--- src/rtl/data_memory_arbiter_pkg.sv ---
// Shared definitions for the data memory arbiter: FSM state encoding and
// the port indices used by the round-robin logic and the `last` register.
package data_memory_arbiter_pkg;

   typedef enum logic {
      IDLE    = 1'b0,
      LOCKED1 = 1'b1
   } arb_state_e;

   localparam logic CPU_PORT    = 1'b0;
   localparam logic LOADER_PORT = 1'b1;

endpackage

--- src/rtl/data_memory_arbiter.sv ---
// Round-robin arbiter sharing the single-port data memory between the CPU
// (port 0) and the program/debug loader (port 1), with a loader lock.
module data_memory_arbiter
   import data_memory_arbiter_pkg::*;
#(
   parameter int ADDR_WIDTH = 32,
   parameter int DATA_WIDTH = 32
) (
   input  logic                  clk,
   input  logic                  rst,
   input  logic                  req0,
   input  logic                  we0,
   input  logic [ADDR_WIDTH-1:0] addr0,
   input  logic [DATA_WIDTH-1:0] wdata0,
   input  logic                  req1,
   input  logic                  we1,
   input  logic [ADDR_WIDTH-1:0] addr1,
   input  logic [DATA_WIDTH-1:0] wdata1,
   input  logic                  lock1,
   output logic                  gnt0,
   output logic                  gnt1,
   output logic                  rvalid0,
   output logic                  rvalid1,
   output logic [DATA_WIDTH-1:0] rdata0,
   output logic [DATA_WIDTH-1:0] rdata1,
   output logic [ADDR_WIDTH-1:0] mem_address,
   output logic                  mem_write_enable,
   output logic [DATA_WIDTH-1:0] mem_data_in,
   input  logic [DATA_WIDTH-1:0] mem_data_out
);

   arb_state_e state;
   logic       last;
   logic [1:0] rd_owner;

   // On a tie the port that was not granted most recently wins.
   function automatic logic rr_pick(input logic r0, input logic r1, input logic prev);
      if (r0 && r1) begin
         return ~prev;
      end else if (r1) begin
         return LOADER_PORT;
      end else begin
         return CPU_PORT;
      end
   endfunction

   // Grants are combinational so a request is accepted in its own cycle;
   // reset suppresses them so the memory is never touched while resetting.
   always_comb begin
      gnt0 = 1'b0;
      gnt1 = 1'b0;
      if (!rst) begin
         if (state == LOCKED1) begin
            gnt1 = req1;
         end else if (req0 || req1) begin
            if (rr_pick(req0, req1, last) == LOADER_PORT) begin
               gnt1 = 1'b1;
            end else begin
               gnt0 = 1'b1;
            end
         end
      end
   end

   always_comb begin
      mem_address      = gnt1 ? addr1  : addr0;
      mem_data_in      = gnt1 ? wdata1 : wdata0;
      mem_write_enable = (gnt1 & we1) | (gnt0 & we0);
   end

   always_ff @(posedge clk) begin
      if (rst) begin
         state    <= IDLE;
         last     <= LOADER_PORT;
         rd_owner <= 2'b00;
      end else begin
         rd_owner <= {gnt1 & ~we1, gnt0 & ~we0};
         if (gnt0) begin
            last <= CPU_PORT;
         end else if (gnt1) begin
            last <= LOADER_PORT;
         end
         if (state == IDLE) begin
            if (gnt1 && lock1) begin
               state <= LOCKED1;
            end
         end else if (!lock1) begin
            state <= IDLE;
         end
      end
   end

   // A read granted just before reset must not report data during reset.
   assign rvalid0 = rd_owner[0] & ~rst;
   assign rvalid1 = rd_owner[1] & ~rst;
   assign rdata0  = mem_data_out;
   assign rdata1  = mem_data_out;

endmodule

--- config.mk ---
export PLATFORM = sky130hd
export DESIGN_NAME = data_memory_arbiter
export DESIGN_NICKNAME = d
export VERILOG_FILES = /design/src/rtl/data_memory_arbiter_pkg.sv /design/src/rtl/data_memory_arbiter.sv
export SDC_FILE = /design/constraint.sdc
export NUM_CORES = 1
export LEC_CHECK = 0
export ABC_CLOCK_PERIOD_IN_PS = 6000
export CAP_MARGIN = 20
export CORE_AREA = 4 4 113 115
export DETAILED_ROUTE_END_ITERATION = 6
export DIE_AREA = 0 0 117 119
export SYNTH_ARGS = -nofsm -noshare
export SYNTH_HDL_FRONTEND = slang
export SYNTH_SLANG_ARGS = --single-unit
--- constraint.sdc ---
create_clock -name clk -period 6 [get_ports clk]
set_input_delay 1.8 -clock clk [delete_from_list [all_inputs] [get_ports clk]]
set_output_delay 1.8 -clock clk [all_outputs]
set_load 0.02 [all_outputs]
==> results of run 1 <==
## power breakdown
group          total (mW)  switching [mW]  internal, mW
sequential         0.0289        0.000747        0.0282
combinational       0.279          0.0969         0.182
clock               0.101          0.0164        0.0849
## per-stage QoR
stage | utilization (%) | hold slack (ns) | setup slack, ns | power (mW)
2_1_floorplan | - | 0.4901 | 1.428 | 0.2105
3_3_place_gp | 28.06 | 0.5227 | 0.4466 | 0.3098
3_5_place_dp | 28.06 | 0.5455 | 0.4137 | 0.3112
4_1_cts | 28.70 | 0.5496 | 0.4138 | 0.4155
5_1_grt | 28.70 | 0.5886 | 0.3430 | 0.4294
6_report | 28.70 | 0.5417 | 0.4296 | 0.4094
## per-layer routing
metal | wire length, um | up-vias | global-route usage (%)
li1 | - | 745 | -
met1 | 2206 | 679 | 7.746
met2 | 3124 | 164 | 15.01
met3 | 1008 | 5 | 3.608
met4 | 38 | 0 | 1.434
met5 | 0 | - | 0
## area by class of cell
class | count | area [sq um] | area share, %
repair buffers | 206 | 2079 | 61.35
multi-input cells | 80 | 967.2 | 28.53
well taps | 147 | 183.9 | 5.426
flip-flops and latches | 4 | 80.08 | 2.362
clock buffers | 3 | 75.07 | 2.215
inverters | 1 | 3.754 | 0.1107
## worst max-delay path, stage by stage
cell	delay (ns)
clkdlybuf4s50_1	0.60
nor2b_2	0.09
nand2_4	0.13
buf_12	0.24
mux2_2	0.36
clkdlybuf4s50_1	0.54
## cells by family after synthesis
kind of cell	Yosys count	synth area share [%]
mux	64	54.20
flops	4	5.028
buf+inv	72	34.56
simple gates	13	5.028
compound gates	3	1.178
## registers in the layout, summed over array words and instances, names as in the netlist
register / flops
rd_owner: 2
last: 1
state: 1
## layout by cell type, fill, tap and decap left out, drive strengths merged, types with 2 or more instances in the layout
master / synthesis / final
nor2b: 4 / 4
clkbuf: 0 / 3
nand2: 2 / 2
dfxtp: 4 / 4
mux2: 64 / 64
nand2b: 2 / 2
buf: 71 / 3
clkdlybuf4s50: 0 / 203
## path summary, 6_finish.rpt
kind	endpoint	slack (ns)	depth (start not counted)
setup / recovery	mem_address[0]	0.43	6
hold / removal	state	0.54	2
setup reg to reg	rd_owner[1]	4.97	4
hold reg to reg	state	0.54	2
==> results.md, run 1 <==
Finish:
- The final standard cell count with taps included and fillers excluded is 441.
- The number of antenna repair diodes is 0.
- The post-route netlist has roughly 25% of its cells at a drive strength greater than 1.
- With fillers left out, the area of the finished cells amounts to ~3400 sq um.
- The net total in the final layout is 463.
- The area growth from synthesis to layout is 112.8%.
- The filler cells instantiated in the layout total about 1200.

Logic synthesis:
- Yosys mapped the design onto 20 distinct sky130hd cell types.
- Counting instances in the post-synthesis netlist gives the leading cell types as buf_4, mux2_4, mux2_2, buf_6, dfxtp_1.
- The synthesized area per cell is around 10 sq um.
- After synthesis, the share of flip-flops with an asynchronous set or reset is 0%.
- The number of nets handed over by synthesis was approximately 320.
- The largest area contributor in the synthesized netlist is mux2_4.
- Yosys instantiated no cell more often than buf_4.
- In the synthesized netlist, the number of instances is around 160.
- The portion of synthesized cell area occupied by the leading cell type is between 30% and 40%.
- Ranked by total cell area, the synthesized netlist is headed by mux2_4, buf_4, mux2_2.
- The most used flip-flop cell after synthesis is dfxtp_1.
- The count of yosys warnings during synthesis is 0.
- The share of the Yosys chip area taken by registers is ~5%.
- After synthesis the cells add up to about 1600 sq um.
- The total of flip-flops plus latches after synthesis is 4.
- Counting flops with a built-in enable in the synthesized netlist gives 0.

CTS:
- Clock-pin slew was measured on the worst setup and hold paths at 0.03 ns.
- The buffer cell driving the clock tree root is clkbuf_16.
- In this run the number of H-tree levels came out at 1.
- TritonCTS built the clock tree.
- The clock latency of the later-clocked register in the worst-skew pair is between 0.2 and 0.25 ns.
- Hold repair after CTS inserted 0 buffers.
- The maximum root-to-sink buffer count is 2.
- Buffers added to address setup during post-CTS repair amount to 0.
- Clock tree synthesis inserted a total of 3 buffers.
- The post-cts sizing count is 0.
- Clock tree synthesis found a total of 4 sinks.

Timing:
- On the final layout, the worst clock skew is around 0.0015 ns.
- The final critical path time including I/O delays and setup is ~5.6 ns.
- The total count of max-transition violations in the final report was 0.
- Adding up every negative setup slack in the final design gives 0 ns.
- The worst slew margin relative to its limit is around four fifths.
- The slew at the pin closest to its max-slew limit is 0.3231 ns.
- The count of endpoints failing hold in the final timing report is 0.
- Setup violations remaining at the end of the flow were counted as 0.
- The final period utilization is between 90% and 100%.
- For this run, the top clock speed supported by timing is roughly 0.18 GHz.
- Setup repair after global routing left no endpoint under its margin.

Die:
- The floorplan step set the die width to about 120 um.
- Once the floorplan was initialized, standard cells occupied between 10% and 20% of the core.
- The die area is between 10000 and 15000 sq um.
- The total I/O pin count is 300.
- The area of the placeable core is about 12000 sq um.
- The cell row count is 40.
- The vertical die dimension is approximately 120 um.

Routing:
- The final routed DRC violation total is 0.
- The mean routed wirelength per cell is between 10 and 15 um.
- The number of vias per cell after detailed routing is between 3 and 4.
- The first detailed-routing pass took 2 iterations.
- The number of DRC markers in iteration 0 is 19.
- After detailed routing, the total wire length is roughly 6400 um.
- The via count is 1593.
- The remaining number of nets flagged by the antenna check after routing is 0.

Power:
- Summed over all cells, the static leakage comes to ~1.4 nW.
- The power per cell area is approximately 120 nW/um^2.
- Across the VDD grid, the largest voltage drop is 0.06564 mV.

GRT:
- The number of antenna violations at the first check in global routing was 0.
- The total overflow reported by the global router is 0.
- The largest net degree at the start of global routing is 32.
- The number of global-route vias before repair is about 1700.
- In the global route stage, overall resource usage came out at 7.900%.
- The global-route wire length before repair is roughly 8700 um.

Job:
- The number of maximum-capacitance violations is 0.

Placed design:
- The number of cells after detailed placement is roughly 440.
- The number of buffers inserted by port buffering is ~200.
- The cell area after placement is 3314 sq um.
- The detailed placer's ending HPWL is around 5800 um.
- The congestion estimate from routability-driven global placement came to between 0.6 and 0.7.

Worst setup path:
- STA classifies the critical path startpoint as an input pin.
- The highest net fanout along the worst path is 31.
- The data arrival time of the critical path is approximately 3.8 ns.
- The worst register-to-register path begins at state.
- The most critical setup path has its startpoint at rst.
- Data on the critical path is required at its endpoint by around 4.2 ns.
- The kind of end point of the critical path is a primary output.
- By startpoint and endpoint, the worst setup path is classified as input pin to primary output.

Outcome:
- The flow ran to the end, and the final reports show no timing, DRC or antenna violations.

Worst hold path:
- The worst hold path class is register to register.
- The startpoint of the lowest-slack hold path is state.
No activity file was read; power rests on OpenSTA's default activity.
==> run 2, diff against run 1 <==
--- a/config.mk
+++ b/config.mk
@@ -6,10 +6,9 @@
 export NUM_CORES = 1
 export LEC_CHECK = 0
 export ABC_CLOCK_PERIOD_IN_PS = 6000
-export CAP_MARGIN = 20
-export CORE_AREA = 4 4 113 115
+export CORE_AREA = 3 3 116 118
 export DETAILED_ROUTE_END_ITERATION = 6
-export DIE_AREA = 0 0 117 119
+export DIE_AREA = 0 0 119 121
 export SYNTH_ARGS = -nofsm -noshare
 export SYNTH_HDL_FRONTEND = slang
 export SYNTH_SLANG_ARGS = --single-unit
==> run 2 against run 1 <==
  * Sequential share of layout area about the same
  * Critical path type unchanged
  * Sequential power about the same
  * Register-to-register slack worse by 0.09 ns
  * Critical endpoint is now mem_address[2]
  * Critical path depth unchanged
  * Fmax down 1.4%
  * Clock skew down 0.00081 ns
  * First-iteration DRC count up 32%
  * Routed wire length up 1.9%
  * Sequential cell count unchanged
  * Non-clock buffer count up 1
  * Highest routed layer unchanged
==> results.md, run 2 (synthesis gave the netlist of run 1 again) <==
Outcome:
- The run finished with clean final reports.

Timing:
- The final sum of negative setup slack is 0 ns (unchanged).
- The total setup violations reported at the end of the flow is 0 (unchanged).
- The count of endpoints failing hold in the final timing report is 0 (unchanged).
- The worst hold margin was 0.5274 ns (-0.01432 ns).
- Setup repair after global routing left no endpoint under its margin.
- The worst slew margin relative to its limit is 80.57% (+2.3 points).
- The final period utilization is 94.15% (+1.3 points).
- The final critical path time including I/O delays and setup is 5.649 ns (+0.07841 ns).
- The setup clock skew after layout was 0.0007198 ns (-0.0008130 ns).
- The slew at the pin closest to its max-slew limit was 0.2906 ns (-0.03251 ns).
- The timing-limited maximum frequency is 0.1770 GHz (-1.4%).
- The total count of max-transition violations in the final report is 0 (unchanged).

CTS:
- The maximum level of the CTS H-tree came to 1 (unchanged).
- The number of hold buffers added after CTS came to 0 (unchanged).
- The clock latency of the later-clocked register in the worst-skew pair was 0.22 ns (about the same).
- The maximum root-to-sink buffer count is 2 (unchanged).
- The clock edge transition at the registers on the reported setup and hold paths was 0.03 ns (about the same).
- TritonCTS built the clock tree.
- The number of CTS-inserted buffers was 3 (unchanged).
- The post-cts sizing count is 0 (unchanged).
- The post-CTS repair timing setup buffer count is 0 (unchanged).
- CTS placed an instance of clkbuf_16 at the clock tree root.
- The clock sink count is 4 (unchanged).

Worst setup path:
- The data arrival time of the critical path is 3.85 ns (+0.08 ns).
- The highest net fanout along the worst path is 30 (-3.2%).
- The number of cells traversed by the worst register-to-register path is 4 (unchanged).
- STA classifies the critical path endpoint as a primary output.
- The master of the slowest instance on the critical path is clkdlybuf4s50_1.
- The signal on the critical path passes through clkdlybuf4s50_1, nand3b_1, nand2_4, buf_12, mux2_2, clkdlybuf4s50_1.
- The worst reg2reg path startpoint is state.
- The worst register-to-register path ends at rd_owner[1].
- The data required time at the worst endpoint came to 4.20 ns (about the same).
- STA classifies the critical path startpoint as an input pin.
- The most frequent cell on the critical path is clkdlybuf4s50_1.
- The largest stage delay on the critical path is 0.54 ns (-0.06 ns).
- The critical path is of the input pin to primary output type.
- The reg-to-reg setup timing slack is 4.88 ns (-0.09 ns).

Power:
- The cell leakage power is 1.395 nW (+0.35%).
- The power per cell area is 119.8 nW/um^2 (-0.77%).
- The maximum resistive drop on vdd came to 0.1043 mV (+59%).

Finish:
- Leaving out fill and tap cells, the most frequent cell in the layout is clkdlybuf4s50_1.
- The number of flip-flops under the largest register name is 2 (unchanged).
- The number of antenna repair diodes is 0 (unchanged).
- The fraction of final layout cells with drive strength greater than 1 is 25.08% (+0.25 points).
- The register ranked first by flip-flop count is rd_owner.
- The area used by multi-input combinational logic is 967.2 sq um (unchanged).
- The library cells used most frequently in the layout, excluding fill and tap cells, are clkdlybuf4s50_1, mux2_4, mux2_2, dfxtp_1.
- The sequential standard cell area is 80.08 sq um (unchanged).
- The total of fill cells in the finished design is 1327 (+7.2%).
- In the final layout, the registers with the most flip-flops are rd_owner x2, last x1, state x1.
- The net total in the final layout was 464 (+0.22%).
- The share of the core filled with cells is 27.28% (-1.4 points).
- The area growth from synthesis to layout is 115.2%.

Die:
- The cell row count is 41 (+2.5%).
- The total I/O pin count was 300 (unchanged).
- The vertical die dimension is 121 um (+1.7%).
- The area of the placeable core is 12570 sq um (+6.4%).
- The effective utilization at floorplan came to 12.67% (-0.81 points).
- The die boundary width is 119 um (+1.7%).
- The die area is 14400 sq um (+3.4%).

Worst hold path:
- The end point of the worst hold path is state.
- The cell depth of the worst hold path is 2 (unchanged).
- The worst hold path belongs to the class register to register.
- The startpoint of the lowest-slack hold path is state.

Routing:
- The remaining number of nets flagged by the antenna check after routing was 0 (unchanged).
- The via count was 1611 (+1.1%).
- The detailed-router iteration count before antenna repair is 4 (+2).
- The number of DRC markers in iteration 0 is 25 (+6).
- The mean routed wirelength per cell was 13.92 um (-3.8%).
- The final routed DRC violation total is 0 (unchanged).
- The number of vias per cell after detailed routing is 3.450 (-4.5%).
- The total wire length was 6501 um (+1.9%).

GRT:
- The number of global-route vias before repair is 1744 (+2.8%).
- The largest net degree at the start of global routing is 31 (-3.1%).
- The total overflow reported by the global router is 0 (unchanged).
- The number of antenna violations at the first check in global routing is 0 (unchanged).
- The total routing resource utilization after global routing came to 8.013% (+0.11 points).
- The global-route wire length before repair was 9225 um (+6.5%).

Placed design:
- The number of buffers inserted by port buffering came to 203 (unchanged).
- The routability congestion estimate from global placement was 0.7259 (+4.3%).
- The detailed placer's ending HPWL is 5834 um (+0.96%).

Job:
- The number of maximum-capacitance violations came to 0 (unchanged).
==> run 2: layout make-up <==
type | instances | area share (%)
Clock buffer | 3 | 2.190
Multi-Input combinational cell | 80 | 28.21
Sequential cell | 4 | 2.336
Tap cell | 172 | 6.277
Inverter | 1 | 0.1095
Timing Repair Buffer | 207 | 60.88
==> run 2: where the power goes <==
part           switching (mW)  internal, mW  total (mW)
clock                  0.0166        0.0850       0.102
combinational          0.0978         0.183       0.280
sequential           0.000704        0.0282      0.0289
total                   0.115         0.296       0.411
==> run 2: critical path: cells and delay by family <==
family        cells  cell delay [ns]
buf+inv           3             1.31
mux               1             0.36
simple gates      2             0.37
==> run 2: worst max-delay path by stage <==
stage / startpoint / to / slack [ns]
final: req0 / mem_address[2] / 0.35
after global routing: req0 / mem_address[2] / 0.23
after CTS: req0 / mem_address[2] / 0.34
after detailed placement: req0 / mem_address[2] / 0.35
after global placement: req0 / mem_address[2] / 0.35
after floorplan: req1 / mem_write_enable / 1.43
==> run 2: per-stage QoR <==
stage	total power, mW	instances	area [sq um]	worst slack [ns]
6_report	0.4109	467	3428	0.3512
5_1_grt	0.4295	467	3428	0.2337
4_1_cts	0.4165	467	3428	0.3361
3_5_place_dp	0.3123	464	3353	0.3474
3_3_place_gp	0.3106	464	3353	0.3466
2_1_floorplan	0.2105	156	1593	1.428
==> run 2: routing by layer <==
layer / vias to the layer above / routed length [um] / GRT usage [%]
met3: 13 / 1018 / 4.336
met5: - / 0 / 0
li1: 750 / - / -
met2: 156 / 3184 / 14.55
met4: 0 / 143 / 2.752
met1: 692 / 2154 / 7.677
